**src/rtl/clock_edge_receiver.sv**
```systemverilog
// clock_edge_receiver: synchronises an external serial clock/data pair to
// CLK50MHZ, glitch-filters the clock, emits rise/fall pulses and assembles
// DATA_W-bit words (MSB first) with an idle timeout.
// Optional build macro CLOCK_EDGE_RECEIVER_PERIOD_EN enables the
// sampling-edge period counter; otherwise period is tied to zero.
module clock_edge_receiver #(
  parameter int unsigned FILTER_LEN     = 4,
  parameter int unsigned DATA_W         = 8,
  parameter int unsigned TIMEOUT        = 5000,
  parameter bit          SAMPLE_ON_FALL = 1'b0,
  parameter bit          IDLE_LEVEL     = 1'b0
) (
  input  logic              CLK50MHZ,
  input  logic              RST,
  input  logic              ext_clk,
  input  logic              ext_data,
  output logic              clk_level,
  output logic              clk_rise,
  output logic              clk_fall,
  output logic [DATA_W-1:0] data_word,
  output logic              data_valid,
  output logic              busy,
  output logic              timeout,
  output logic [15:0]       period
);

  localparam int unsigned FCNT_W = 4;
  localparam int unsigned BCNT_W = $clog2(DATA_W + 1);
  localparam int unsigned TO_W   = $clog2(TIMEOUT + 1);

  localparam logic [0:0] S_IDLE = 1'b0;
  localparam logic [0:0] S_RECV = 1'b1;

  logic clk_s1_q, clk_s2_q, data_s1_q, data_s2_q;
  logic level_q, level_d, rise_q, rise_d, fall_q, fall_d;
  logic [FCNT_W-1:0] fcnt_q, fcnt_d;
  logic [FILTER_LEN-1:0] dly_q, dly_d;
  logic [0:0] state_q, state_d;
  logic [DATA_W-2:0] shift_q, shift_d;
  logic [BCNT_W-1:0] bcnt_q, bcnt_d;
  logic [TO_W-1:0] to_q, to_d;
  logic [DATA_W-1:0] word_q, word_d;
  logic valid_q, valid_d, tout_q, tout_d, busy_q, busy_d;
  logic dly_bit, samp, any_edge;
  logic [DATA_W-1:0] shifted;

  assign dly_bit  = dly_q[FILTER_LEN-1];
  assign samp     = SAMPLE_ON_FALL ? fall_q : rise_q;
  assign any_edge = rise_q | fall_q;
  assign shifted  = {shift_q, dly_bit};

  // Glitch filter: level toggles after FILTER_LEN consecutive differing samples
  always_comb begin
    level_d = level_q;
    rise_d  = 1'b0;
    fall_d  = 1'b0;
    fcnt_d  = '0;
    if (clk_s2_q != level_q) begin
      if (fcnt_q == FCNT_W'(FILTER_LEN - 1)) begin
        level_d = ~level_q;
        rise_d  = ~level_q;
        fall_d  = level_q;
      end else begin
        fcnt_d = fcnt_q + FCNT_W'(1);
      end
    end
  end

  // Data delay line keeps the sampled bit aligned with the filtered edge
  always_comb begin
    dly_d    = dly_q;
    dly_d[0] = data_s2_q;
    for (int i = 1; i < int'(FILTER_LEN); i++) dly_d[i] = dly_q[i-1];
  end

  // Receive FSM: shift on sampling edges, deliver word or time out
  always_comb begin
    state_d = state_q;
    shift_d = shift_q;
    bcnt_d  = bcnt_q;
    to_d    = to_q;
    word_d  = word_q;
    valid_d = 1'b0;
    tout_d  = 1'b0;
    case (state_q)
      S_IDLE: begin
        bcnt_d = '0;
        to_d   = '0;
        if (samp) begin
          shift_d = (DATA_W-1)'(dly_bit);
          bcnt_d  = BCNT_W'(1);
          state_d = S_RECV;
        end
      end
      default: begin
        if (samp) begin
          to_d = '0;
          if (bcnt_q == BCNT_W'(DATA_W - 1)) begin
            word_d  = shifted;
            valid_d = 1'b1;
            shift_d = '0;
            bcnt_d  = '0;
            state_d = S_IDLE;
          end else begin
            shift_d = shifted[DATA_W-2:0];
            bcnt_d  = bcnt_q + BCNT_W'(1);
          end
        end else if (any_edge) begin
          to_d = '0;
        end else if (to_q == TO_W'(TIMEOUT - 2)) begin
          tout_d  = 1'b1;
          shift_d = '0;
          bcnt_d  = '0;
          to_d    = '0;
          state_d = S_IDLE;
        end else begin
          to_d = to_q + TO_W'(1);
        end
      end
    endcase
    busy_d = (state_d == S_RECV);
  end

  // State registers with synchronous active-low reset
  always_ff @(posedge CLK50MHZ) begin
    if (!RST) begin
      clk_s1_q  <= IDLE_LEVEL;
      clk_s2_q  <= IDLE_LEVEL;
      data_s1_q <= 1'b0;
      data_s2_q <= 1'b0;
      level_q   <= IDLE_LEVEL;
      rise_q    <= 1'b0;
      fall_q    <= 1'b0;
      fcnt_q    <= '0;
      dly_q     <= '0;
      state_q   <= S_IDLE;
      shift_q   <= '0;
      bcnt_q    <= '0;
      to_q      <= '0;
      word_q    <= '0;
      valid_q   <= 1'b0;
      tout_q    <= 1'b0;
      busy_q    <= 1'b0;
    end else begin
      clk_s1_q  <= ext_clk;
      clk_s2_q  <= clk_s1_q;
      data_s1_q <= ext_data;
      data_s2_q <= data_s1_q;
      level_q   <= level_d;
      rise_q    <= rise_d;
      fall_q    <= fall_d;
      fcnt_q    <= fcnt_d;
      dly_q     <= dly_d;
      state_q   <= state_d;
      shift_q   <= shift_d;
      bcnt_q    <= bcnt_d;
      to_q      <= to_d;
      word_q    <= word_d;
      valid_q   <= valid_d;
      tout_q    <= tout_d;
      busy_q    <= busy_d;
    end
  end

`ifdef CLOCK_EDGE_RECEIVER_PERIOD_EN
  logic [15:0] pcnt_q, pcnt_d, period_q, period_d;
  logic pfirst_q, pfirst_d;

  // Saturating cycle count between consecutive sampling edges
  always_comb begin
    pcnt_d   = (pcnt_q == 16'hFFFF) ? pcnt_q : pcnt_q + 16'd1;
    period_d = period_q;
    pfirst_d = pfirst_q;
    if (samp) begin
      pcnt_d   = '0;
      pfirst_d = 1'b1;
      if (pfirst_q) period_d = (pcnt_q == 16'hFFFF) ? 16'hFFFF : pcnt_q + 16'd1;
    end
  end

  // Period registers, cleared only by reset
  always_ff @(posedge CLK50MHZ) begin
    if (!RST) begin
      pcnt_q   <= '0;
      period_q <= '0;
      pfirst_q <= 1'b0;
    end else begin
      pcnt_q   <= pcnt_d;
      period_q <= period_d;
      pfirst_q <= pfirst_d;
    end
  end

  assign period = period_q;
`else
  assign period = 16'h0000;
`endif

  assign clk_level  = level_q;
  assign clk_rise   = rise_q;
  assign clk_fall   = fall_q;
  assign data_word  = word_q;
  assign data_valid = valid_q;
  assign busy       = busy_q;
  assign timeout    = tout_q;

endmodule

```
**config.mk**
```make
export PLATFORM = sky130hd
export DESIGN_NAME = clock_edge_receiver
export DESIGN_NICKNAME = d
export VERILOG_FILES = /design/src/rtl/clock_edge_receiver.sv
export SDC_FILE = /design/constraint.sdc
export NUM_CORES = 1
export LEC_CHECK = 0
export ABC_AREA = 1
export BUFFER_PORTS_ARGS = -buffer_cell sky130_fd_sc_hd__clkbuf_2
export CORE_ASPECT_RATIO = 0.5
export CORE_MARGIN = 1
export CORE_UTILIZATION = 50
export CTS_BUF_LIST = sky130_fd_sc_hd__clkbuf_8
export DETAILED_ROUTE_END_ITERATION = 8
export GPL_ROUTABILITY_DRIVEN = 1
export GPL_TIMING_DRIVEN = 0
export PLACE_DENSITY = 0.83
export SYNTH_ARGS = -nofsm -noshare
export SYNTH_HDL_FRONTEND = slang
export SYNTH_SLANG_ARGS = --single-unit
```
**constraint.sdc**
```tcl
create_clock -name CLK50MHZ -period 2.18 [get_ports CLK50MHZ]
set_input_delay 0.109 -clock CLK50MHZ [delete_from_list [all_inputs] [get_ports CLK50MHZ]]
set_output_delay 0.109 -clock CLK50MHZ [all_outputs]
set_load 0.02 [all_outputs]
```
==> results of run 1 <==
state kept, by name, summed over array words and instances (netlist names), 4 cells and up:
| name | count |
|---|---|
| dly_q | 4 |
| shift_q | 7 |
| fcnt_q | 4 |
| bcnt_q | 4 |
| to_q | 13 |
| data_word | 8 |
layer usage:
metal  vias up  GRT usage (%)
li1        908              -
met1       788          20.97
met2        49          27.58
met3        11          5.189
met4         0          9.091
met5         -              0
worst max-delay path: cells and delay by family (launching register included):
family,cells,cell delay (ps)
flip-flops,1,400
AND/OR/NAND/NOR,3,400
AO/OA/AOI/OAI,2,230
adder cells (fa/ha/maj),1,200
buffers and inverters,1,180
how the worst min path moves through the flow:
stage | from | end
floorplan | ext_clk | clk_s1_q$_SDFF_PN0_
global placement | ext_clk | clk_s1_q$_SDFF_PN0_
detailed placement | ext_data | data_s1_q$_SDFF_PN0_
CTS | RST | shift_q[1]$_SDFFE_PN0P_
global route | RST | shift_q[1]$_SDFFE_PN0P_
finish | RST | shift_q[1]$_SDFFE_PN0P_
synthesized netlist by cell type, drive strengths merged (4+ instances only):
library cell	instances	area, µm²
nand3	23	125.1
dfxtp	50	1001
inv	35	131.4
nor3	7	61.31
a21oi	22	113.9
buf	18	136.4
nand2	38	155.2
xor2	5	43.79
nor2	41	176.4
ha	4	50.05
o21ai	13	65.06
per-stage QoR:
step | worst slack, ps | hold slack, ps | total power, mW | area [µm²]
after CTS | 711.6 | 171.5 | 1.674 | 2492
final | 708.7 | 187.1 | 1.658 | 2492
after global placement | 746.7 | 292.1 | 1.009 | 2356
after floorplan | 923.3 | 206.6 | 1.002 | 2203
after global routing | 546.8 | 179.8 | 1.726 | 2492
after detailed placement | 739.4 | 295.8 | 1.010 | 2356
power breakdown:
| group | switching [mW] | total, mW | internal, mW |
|---|---|---|---|
| clock network | 0.318 | 0.666 | 0.348 |
| logic | 0.0443 | 0.0729 | 0.0286 |
| registers | 0.00201 | 0.920 | 0.918 |
final cells by class:
| cell class | instances | area, µm² |
|---|---|---|
| flip-flops and latches | 50 | 1001 |
| repair buffers | 19 | 105.1 |
| multi-input cells | 180 | 927.1 |
| plain buffers | 20 | 143.9 |
| fillers | 339 | 1511 |
| clock buffers | 5 | 68.82 |
| clock inverters | 3 | 47.55 |
| inverters | 35 | 131.4 |
| well taps | 54 | 67.56 |
cell usage in the layout, fill, tap and decap left out, types with 2 or more instances in the layout:
cell	count
nor2_1	36
inv_2	4
xor2_1	5
clkbuf_8	5
o21ai_0	13
nor2_2	3
inv_1	31
dlygate4sd3_1	2
dfxtp_1	50
nand3_1	21
nand2_1	33
clkbuf_1	2
buf_4	16
nor3_1	3
clkbuf_2	17
a21oi_1	21
ha_1	4
nand3_2	2
conb_1	16
nor3_2	3
nand4_1	2
nand2_2	5
nor4_1	2
nor2_4	2
cells by family (layout without fill, tap and decap cells):
group,Yosys count,count (layout),synth area share [%]
XOR/XNOR,6,6,2.448
buffers and inverters,55,82,12.82
other,1,16,0.1747
adder cells (fa/ha/maj),4,4,2.331
AND/OR/NAND/NOR,118,118,26.92
AO/OA/AOI/OAI,36,36,8.683
flip-flops,50,50,46.62
timing repair:
item,in CTS,in global routing
hold buffers,2,0
buffers inserted,0,0
endpoints found under the hold margin,2,0
setup endpoints to repair,0,0
==> run_results.csv, run 1 <==
group,metric,value,unit
run_status,status,"complete, no violations",
setup_path,worstSetupStartpoint,"bcnt_q[0]$_SDFFE_PN0P_",
clocking,clock-sinks,50,
route,vias,1756,
setup_path,cp_slowest_cell,"dfxtp_1",
setup_path,rr_startpoint,"bcnt_q[0]$_SDFFE_PN0P_",
global_route,overflow,0,
timing,finalClockSkew,10.75,ps
route,wirelength,3752,µm
yosys,async_reset_ff_share,0,%
placement,dp_cells,356,
setup_path,required,2430,ps
global_route,grt_pass1_wl,6065,µm
cells_and_area,n_antenna_cell,0,
setup_path,worstPathCellList,"ha_1 > nand2_1 > nor2_2 > nand2_2 > inv_2 > o21ai_0 > a21oi_1",
clocking,cts_buffers,5,
cells_and_area,nets,319,
route,drt_pass1_iterations,4,
placement,gp_congestion,0.8755,
yosys,synth-edff-count,0,
setup_path,end_kind,"flop",
yosys,synth.avg_cell_area,7.952,µm²
yosys,synth.ff_latch_count,50,
floorplan,start_util,53.62,%
cells_and_area,final_cells,366,
clocking,path_clk_slew,100,ps
power_and_ir_drop,p_leak,1.063,nW
floorplan,row_count,16,
floorplan,die_area,0.004576,mm²
route,drt_iter0_markers,76,
clocking,cts_tree,"done",
yosys,synth_area,0.002147,mm²
global_route,antenna_found_initial,0,
cells_and_area,area_growth,16.08,%
route,avgViaCountPerCell,4.798,
power_and_ir_drop,irDropWorstVdd,0.0004754,V
timing,tns,0,ps
yosys,ys_types,32,
placement,hpwlAfterDp,2713,µm
setup_path,crit_arrival,1720,ps
route,antenna_left,0,
floorplan,die_x,94.67,µm
yosys,yosys_warnings,0,
setup_path,r2r-end,"data_word[1]$_SDFFE_PN0P_",
setup_path,ff2ff_path_depth,7,
timing,final-setup-viol-count,0,
setup_path,criticalPathCategory,"reg -> reg",
route,met3_length,178,µm
setup_path,cp_slowest_stage_delay,400,ps
power_and_ir_drop,p_per_area,665.2,mW/mm²
yosys,seq_area_frac_synth,46.62,%
hold_path,worstHoldPathCells,3,
cells_and_area,fin_util,62.25,%
floorplan,die_h,48.34,µm
yosys,synthCells,270,
route,drc,0,
timing,rsz0062_at_grt,"false",
clocking,clk_latency,310,ps
timing,slew_violations,0,
route,wl_met1,1753,µm
hold_path,hold_path_class,"in -> reg",
timing,min_period,1471,ps
global_route,grt_pass1_vias,1458,
timing,fmax,0.6797,GHz
clocking,cts_repair_resize_count,0,
setup_path,critPathMaxFanout,10,
setup_path,ff2ff_setup_slack,710,ps
yosys,ys.flop_type,"dfxtp_1",
global_route,grt_use_total,17.25,%
clocking,clk_path_buf_depth,2,
clocking,htree_levels,2,
cells_and_area,drive_gt1_share,20.83,%
floorplan,core_area,0.004004,mm²
route,wire_per_inst,10.25,µm
setup_path,critPathLaunchType,"flop",
route,wl_met2,1738,µm
global_route,grt_max_degree,18,
route,maxUsedRoutingLayer,"met4",
clocking,cts-root-buf,"clkbuf_8",
timing,fin_crit_sh,67.49,%
floorplan,pin_count,34,
placement,port_buffers,17,
timing,hold_violations,0,
setup_path,crit_end,"data_word[1]$_SDFFE_PN0P_",
flow_run,drv_cap,0,
No activity file was read; power rests on OpenSTA's default activity.
==> run 2, diff against run 1 <==
--- a/config.mk
+++ b/config.mk
@@ -14,7 +14,7 @@
 export DETAILED_ROUTE_END_ITERATION = 8
 export GPL_ROUTABILITY_DRIVEN = 1
 export GPL_TIMING_DRIVEN = 0
-export PLACE_DENSITY = 0.83
+export PLACE_DENSITY = 0.86
 export SYNTH_ARGS = -nofsm -noshare
 export SYNTH_HDL_FRONTEND = slang
 export SYNTH_SLANG_ARGS = --single-unit
==> constraint.sdc (replaced) <==
create_clock -name CLK50MHZ -period 1.21 [get_ports CLK50MHZ]
set_input_delay 0.0605 -clock CLK50MHZ [delete_from_list [all_inputs] [get_ports CLK50MHZ]]
set_output_delay 0.0605 -clock CLK50MHZ [all_outputs]
set_load 0.02 [all_outputs]
==> run 2 against run 1 <==
Net effect: the run now ends with setup timing left; first-iteration DRC count rose by 5.3%; sequential share of layout area fell by 4.1 points; clock power up 74%; critical path type unchanged; highest routed layer unchanged.
==> run_results.csv, run 2 (synthesis results as in run 1) <==
group,metric,value,unit
setup_path,crit_arrival,1570,ps
floorplan,row_count,16,
power_and_ir_drop,seqPwrFrac,56.1,%
timing,slew_violations,0,
route,drc,0,
clocking,path_clk_slew,90,ps
power_and_ir_drop,p_leak,1.188,nW
power_and_ir_drop,irDropWorstVdd,0.0007881,V
timing,final-setup-viol-count,33,
global_route,grt_pass1_wl,7334,µm
cells_and_area,final_cells,378,
cells_and_area,most-common-layout-cells,"41 x dfxtp_1, 30 x nand2_1, 30 x inv_1, 26 x nor2_1, 23 x buf_4",
cells_and_area,nets,331,
clocking,htree_levels,2,
floorplan,die_h,48.34,µm
power_and_ir_drop,pwr-share-comb,4.6,%
power_and_ir_drop,power_frac_clock,39.3,%
setup_path,criticalPathCategory,"reg -> reg",
clocking,cts_tree,"done",
route,wirelength,4700,µm
flow_run,drv_cap,0,
clocking,clk_latency,310,ps
global_route,grt_max_degree,16,
floorplan,die_area,0.004576,mm²
setup_path,cp_slowest_cell,"dfxtp_4",
power_and_ir_drop,p_switching,0.6380,mW
setup_path,worstPathCellList,"inv_2 > ha_4 > nand2_4 > nor3_4 > buf_6 > nand3_4 > nand3_1 > a21oi_1",
placement,port_buffers,17,
cells_and_area,largest_register_ffs,13,
setup_path,end_kind,"flop",
timing,setup_ws,-196.1,ps
route,avgViaCountPerCell,5.000,
run_status,violations,"setup timing",
route,drt_iter0_markers,80,
timing,fmax,0.7112,GHz
global_route,overflow,0,
placement,dp_cells,356,
cells_and_area,area_growth,31.12,%
timing,finalClockSkew,5.906,ps
global_route,grt_use_total,20.75,%
power_and_ir_drop,p_per_area,1048,mW/mm²
floorplan,pin_count,34,
cells_and_area,final_common_cell,"dfxtp_1",
clocking,clk_path_buf_depth,2,
timing,hold_violations,0,
route,drt_pass1_iterations,4,
global_route,met1_usage,23.31,%
global_route,busiest_layer,"met2",
global_route,grt_use_met2,37.41,%
global_route,grt_pass1_vias,1664,
placement,gp_congestion,0.8506,
setup_path,critPathMaxFanout,8,
setup_path,cp_slowest_stage_delay,360,ps
setup_path,critPathBufInv,2,
setup_path,critPathLaunchType,"flop",
cells_and_area,n_antenna_cell,0,
run_status,status,"finished with violations",
cells_and_area,largest-register,"to_q",
floorplan,start_util,53.62,%
timing,fin_crit_sh,116.2,%
clocking,cts-root-buf,"clkbuf_8",
power_and_ir_drop,p_sw_share,21.63,%
global_route,gr-usage-met3,5.031,%
setup_path,cp_top_family,"simple AND/OR/NAND/NOR gates",
timing,min_period,1406,ps
clocking,clock-sinks,50,
power_and_ir_drop,power.internal,2.312,mW
route,vias,1890,
clocking,cts_buffers,5,
setup_path,required,1380,ps
timing,hold_slack,178.4,ps
placement,hpwlAfterDp,2807,µm
route,wire_per_inst,12.43,µm
global_route,antenna_found_initial,0,
timing,rsz0062_at_grt,"true",
hold_path,hold_path_class,"in -> reg",
route,antenna_left,0,
floorplan,core_area,0.004004,mm²
floorplan,die_x,94.67,µm
cells_and_area,drive_gt1_share,35.19,%
## run 2: cell count changes in the layout (fill, tap and decap cells not counted), sizes merged
cell and delta:
clkinv -1, clkinvlp +1, buf +12
## run 2: worst min-delay path, stage by stage
cell and delay [ps]:
clkbuf_2 90, inv_1 150, a21oi_1 150
## run 2: path summary, 6_finish.rpt
kind / to / slack [ps] / cells after the start / startpoint
worst min register to register: dly_q[1]$_SDFF_PN0_ / 420 / 2 / dly_q[0]$_SDFF_PN0_
worst max register to register: shift_q[6]$_SDFFE_PN0P_ / -200 / 8 / to_q[0]$_SDFF_PP0_
worst max-delay path: shift_q[6]$_SDFFE_PN0P_ / -200 / 8 / to_q[0]$_SDFF_PP0_
worst min-delay path: shift_q[1]$_SDFFE_PN0P_ / 180 / 3 / RST
## run 2: per-layer routing
layer / vias up / wire (µm)
met5: - / 0
met4: 0 / 123
met3: 16 / 256
met2: 66 / 2407
met1: 874 / 1912
li1: 934 / -
## run 2: metrics by stage
| step | utilization [%] | worst slack [ps] | instance area [µm²] | power [mW] | setup TNS [ps] |
|---|---|---|---|---|---|
| floorplan | - | -27.11 | 2230 | 1.805 | -243.0 |
| global route | 70.31 | -255.1 | 2815 | 3.052 | -5717 |
| global placement | 59.50 | -163.8 | 2382 | 1.817 | -3468 |
| detailed placement | 59.50 | -267.9 | 2382 | 1.819 | -4845 |
| finish | 70.31 | -196.1 | 2815 | 2.950 | -3602 |
| CTS | 66.81 | -133.5 | 2675 | 2.949 | -2779 |
## run 2: area by class of cell
class | count | area [µm²]
clock inverter | 3 | 41.29
fill | 273 | 1189
inverter | 35 | 138.9
tap | 54 | 67.56
clock buffer | 5 | 68.82
buffer | 20 | 147.6
timing repair buffer | 31 | 214.0
sequential | 50 | 1015
multi-input combinational | 180 | 1122
## run 2: timing repair
item | in CTS | in global routing
cloned | 1 | 0
resized for setup | 27 | 34
setup buffers | 8 | 3
endpoints found under the setup margin | 34 | 41
hold buffers | 2 | 0
endpoints found under the hold margin | 2 | 0
pin swaps | 9 | 10
## run 2: power by group through the flow
| stage | sequential [mW] | combinational (mW) | clock, mW |
|---|---|---|---|
| 2_1_floorplan | 1.69 | 0.110 | 0 |
| 3_3_place_gp | 1.69 | 0.122 | 0 |
| 3_5_place_dp | 1.70 | 0.123 | 0 |
| 4_1_cts | 1.65 | 0.130 | 1.16 |
| 5_1_grt | 1.66 | 0.149 | 1.25 |
| 6_report | 1.65 | 0.136 | 1.16 |
==> run 3, diff against run 2 <==
--- a/config.mk
+++ b/config.mk
@@ -13,7 +13,7 @@
 export CTS_BUF_LIST = sky130_fd_sc_hd__clkbuf_8
 export DETAILED_ROUTE_END_ITERATION = 8
 export GPL_ROUTABILITY_DRIVEN = 1
-export GPL_TIMING_DRIVEN = 0
+export GPL_TIMING_DRIVEN = 1
 export PLACE_DENSITY = 0.86
 export SYNTH_ARGS = -nofsm -noshare
 export SYNTH_HDL_FRONTEND = slang
==> constraint.sdc (replaced) <==
create_clock -name CLK50MHZ -period 1.21 [get_ports CLK50MHZ]
set_input_delay 0.0605 -clock CLK50MHZ [delete_from_list [all_inputs] [get_ports CLK50MHZ]]
set_output_delay 0.0605 -clock CLK50MHZ [all_outputs]
set_load 0.05 [all_outputs]
==> run 3 against run 2 <==
Net effect: the flow still finishes with violations (setup timing); sequential share of layout area about the same; clock power decreased by 10%; largest cell class unchanged; combinational power increased by 24%; register-to-register slack improved by 30 ps; power decreased by 3.0%; routed wire length increased by 27%; global-route usage increased by 2.3 points; via count increased by 8.9%; highest routed layer unchanged; clock skew increased by 4.2 ps.
==> run_results.csv, run 3 (synthesis results as in run 1) <==
group,metric,value,unit
power_and_ir_drop,irDropWorstVdd,0.0007226,V
setup_path,end_kind,"flop",
floorplan,start_util,53.62,%
setup_path,required,1420,ps
power_and_ir_drop,power,2.861,mW
cells_and_area,final_cells,369,
hold_path,whs_endpoint,"data_s1_q$_SDFF_PN0_",
global_route,grt_pass1_vias,1820,
setup_path,r2r-end,"shift_q[0]$_SDFFE_PN0P_",
route,vias,2059,
setup_path,criticalPathCategory,"reg -> reg",
clocking,path_clk_slew,100,ps
cells_and_area,area_growth,31.76,%
floorplan,row_count,16,
setup_path,ff2ff_setup_slack,-170,ps
clocking,cts-root-buf,"clkbuf_8",
timing,finalClockSkew,10.15,ps
setup_path,critPathMaxFanout,8,
global_route,grt_pass1_wl,8059,µm
cells_and_area,drive_gt1_share,41.27,%
flow_run,drv_cap,0,
power_and_ir_drop,seqPwrFrac,57.8,%
global_route,antenna_found_initial,0,
timing,fmax,0.7258,GHz
timing,min_period,1378,ps
power_and_ir_drop,power_frac_clock,36.4,%
route,drt_pass1_iterations,4,
route,antenna_left,0,
hold_path,worstHoldPathCells,4,
timing,fin_crit_sh,113.9,%
power_and_ir_drop,p_per_area,1011,mW/mm²
clocking,cts_tree,"done",
setup_path,critPathLaunchType,"flop",
placement,hpwlAfterDp,2944,µm
timing,rsz0062_at_grt,"true",
floorplan,die_h,48.34,µm
setup_path,rr_startpoint,"to_q[8]$_SDFF_PP0_",
cells_and_area,n_antenna_cell,0,
timing,final-setup-viol-count,34,
cells_and_area,most-common-layout-cells,"39 x dfxtp_1, 31 x nor2_1, 28 x nand2_1, 27 x inv_1, 17 x clkbuf_2",
power_and_ir_drop,power.internal,2.132,mW
clocking,clk_path_buf_depth,2,
route,wire_per_inst,16.19,µm
global_route,grt_max_degree,20,
route,drt_iter0_markers,173,
power_and_ir_drop,p_switching,0.7290,mW
power_and_ir_drop,p_leak,1.147,nW
clocking,htree_levels,2,
hold_path,hold_path_class,"in -> reg",
floorplan,die_x,94.67,µm
setup_path,ff2ff_path_depth,7,
floorplan,die_area,0.004576,mm²
clocking,cts_buffers,5,
route,wirelength,5975,µm
cells_and_area,nets,322,
placement,port_buffers,17,
global_route,overflow,0,
global_route,grt_use_total,23.08,%
cells_and_area,n_fill_cell,257,
placement,gp_congestion,0.8292,
run_status,violations,"setup timing",
timing,hold_violations,0,
route,drc,0,
route,avgViaCountPerCell,5.580,
setup_path,crit_arrival,1590,ps
timing,setup_ws,-167.8,ps
clocking,clock-sinks,50,
cells_and_area,largest-register,"to_q",
floorplan,core_area,0.004004,mm²
power_and_ir_drop,p_sw_share,25.48,%
floorplan,pin_count,34,
clocking,clk_latency,310,ps
power_and_ir_drop,pwr-share-comb,5.9,%
timing,slew_violations,0,
cells_and_area,largest_register_ffs,13,
hold_path,hp-start,"RST",
run_status,status,"finished with violations",
placement,dp_cells,348,
cells_and_area,final_common_cell,"dfxtp_1",
## run 3: worst max-delay path by stage
stage	from	end	depth (start not counted)
after global routing	to_q[7]$_SDFF_PP0_	shift_q[0]$_SDFFE_PN0P_	7
final	to_q[8]$_SDFF_PP0_	shift_q[0]$_SDFFE_PN0P_	7
after detailed placement	bcnt_q[0]$_SDFFE_PN0P_	data_word[1]$_SDFFE_PN0P_	7
after floorplan	to_q[0]$_SDFF_PP0_	to_q[3]$_SDFF_PP0_	8
after global placement	to_q[1]$_SDFF_PP0_	shift_q[0]$_SDFFE_PN0P_	6
after CTS	to_q[1]$_SDFF_PP0_	to_q[12]$_SDFF_PP0_	8
## run 3: repair_timing
action	CTS	global route
endpoints found under the hold margin	2	0
cloned	2	1
setup buffers	3	5
hold buffers	2	0
pin swaps	8	12
resized for setup	45	45
endpoints found under the setup margin	38	39
## run 3: per-stage QoR
step	setup TNS, ps	setup WS [ps]	hold slack, ps	cell area [µm²]	util [%]
after floorplan	-212.2	-24.27	158.1	2233	-
after global placement	-1447	-83.19	242.7	2332	58.25
after detailed placement	-3229	-146.6	247.6	2332	58.25
after CTS	-693.7	-56.18	166.7	2623	65.50
after global routing	-4758	-216.2	211.6	2829	70.66
final	-3530	-167.8	198.1	2829	70.66
## run 3: layout make-up
cell class / instances / area, µm² / area share, %
clock buffer: 6 / 82.58 / 2.919
clock inverter: 2 / 12.51 / 0.4423
inverter: 35 / 136.4 / 4.821
multi-input combinational: 182 / 1227 / 43.39
sequential: 50 / 1020 / 36.05
tap: 54 / 67.56 / 2.388
timing repair buffer: 39 / 274.0 / 9.686
timing repair inverter: 1 / 8.758 / 0.3096
## run 3: worst max-delay path: stages, from the launching register on
cell     delay, ps
dfxtp_1        390
nand2_2        100
inv_2           70
nand2_1        100
nor2_4         220
nand3_4        170
a21oi_2        160
nor2_1          60
## run 3: metal layers
layer | track usage, % | up-vias | wire, µm
li1 | - | 919 | -
met1 | 26.57 | 961 | 2294
met2 | 39.45 | 138 | 2921
met3 | 5.346 | 41 | 450
met4 | 13.13 | 0 | 308
met5 | 0 | - | 0
## run 3: power by group through the flow
stage / logic [mW] / registers, mW / clock network (mW)
final: 0.168 / 1.65 / 1.04
after global routing: 0.180 / 1.65 / 1.13
after CTS: 0.157 / 1.65 / 1.03
after detailed placement: 0.150 / 1.70 / 0
after global placement: 0.149 / 1.69 / 0
after floorplan: 0.175 / 1.69 / 0
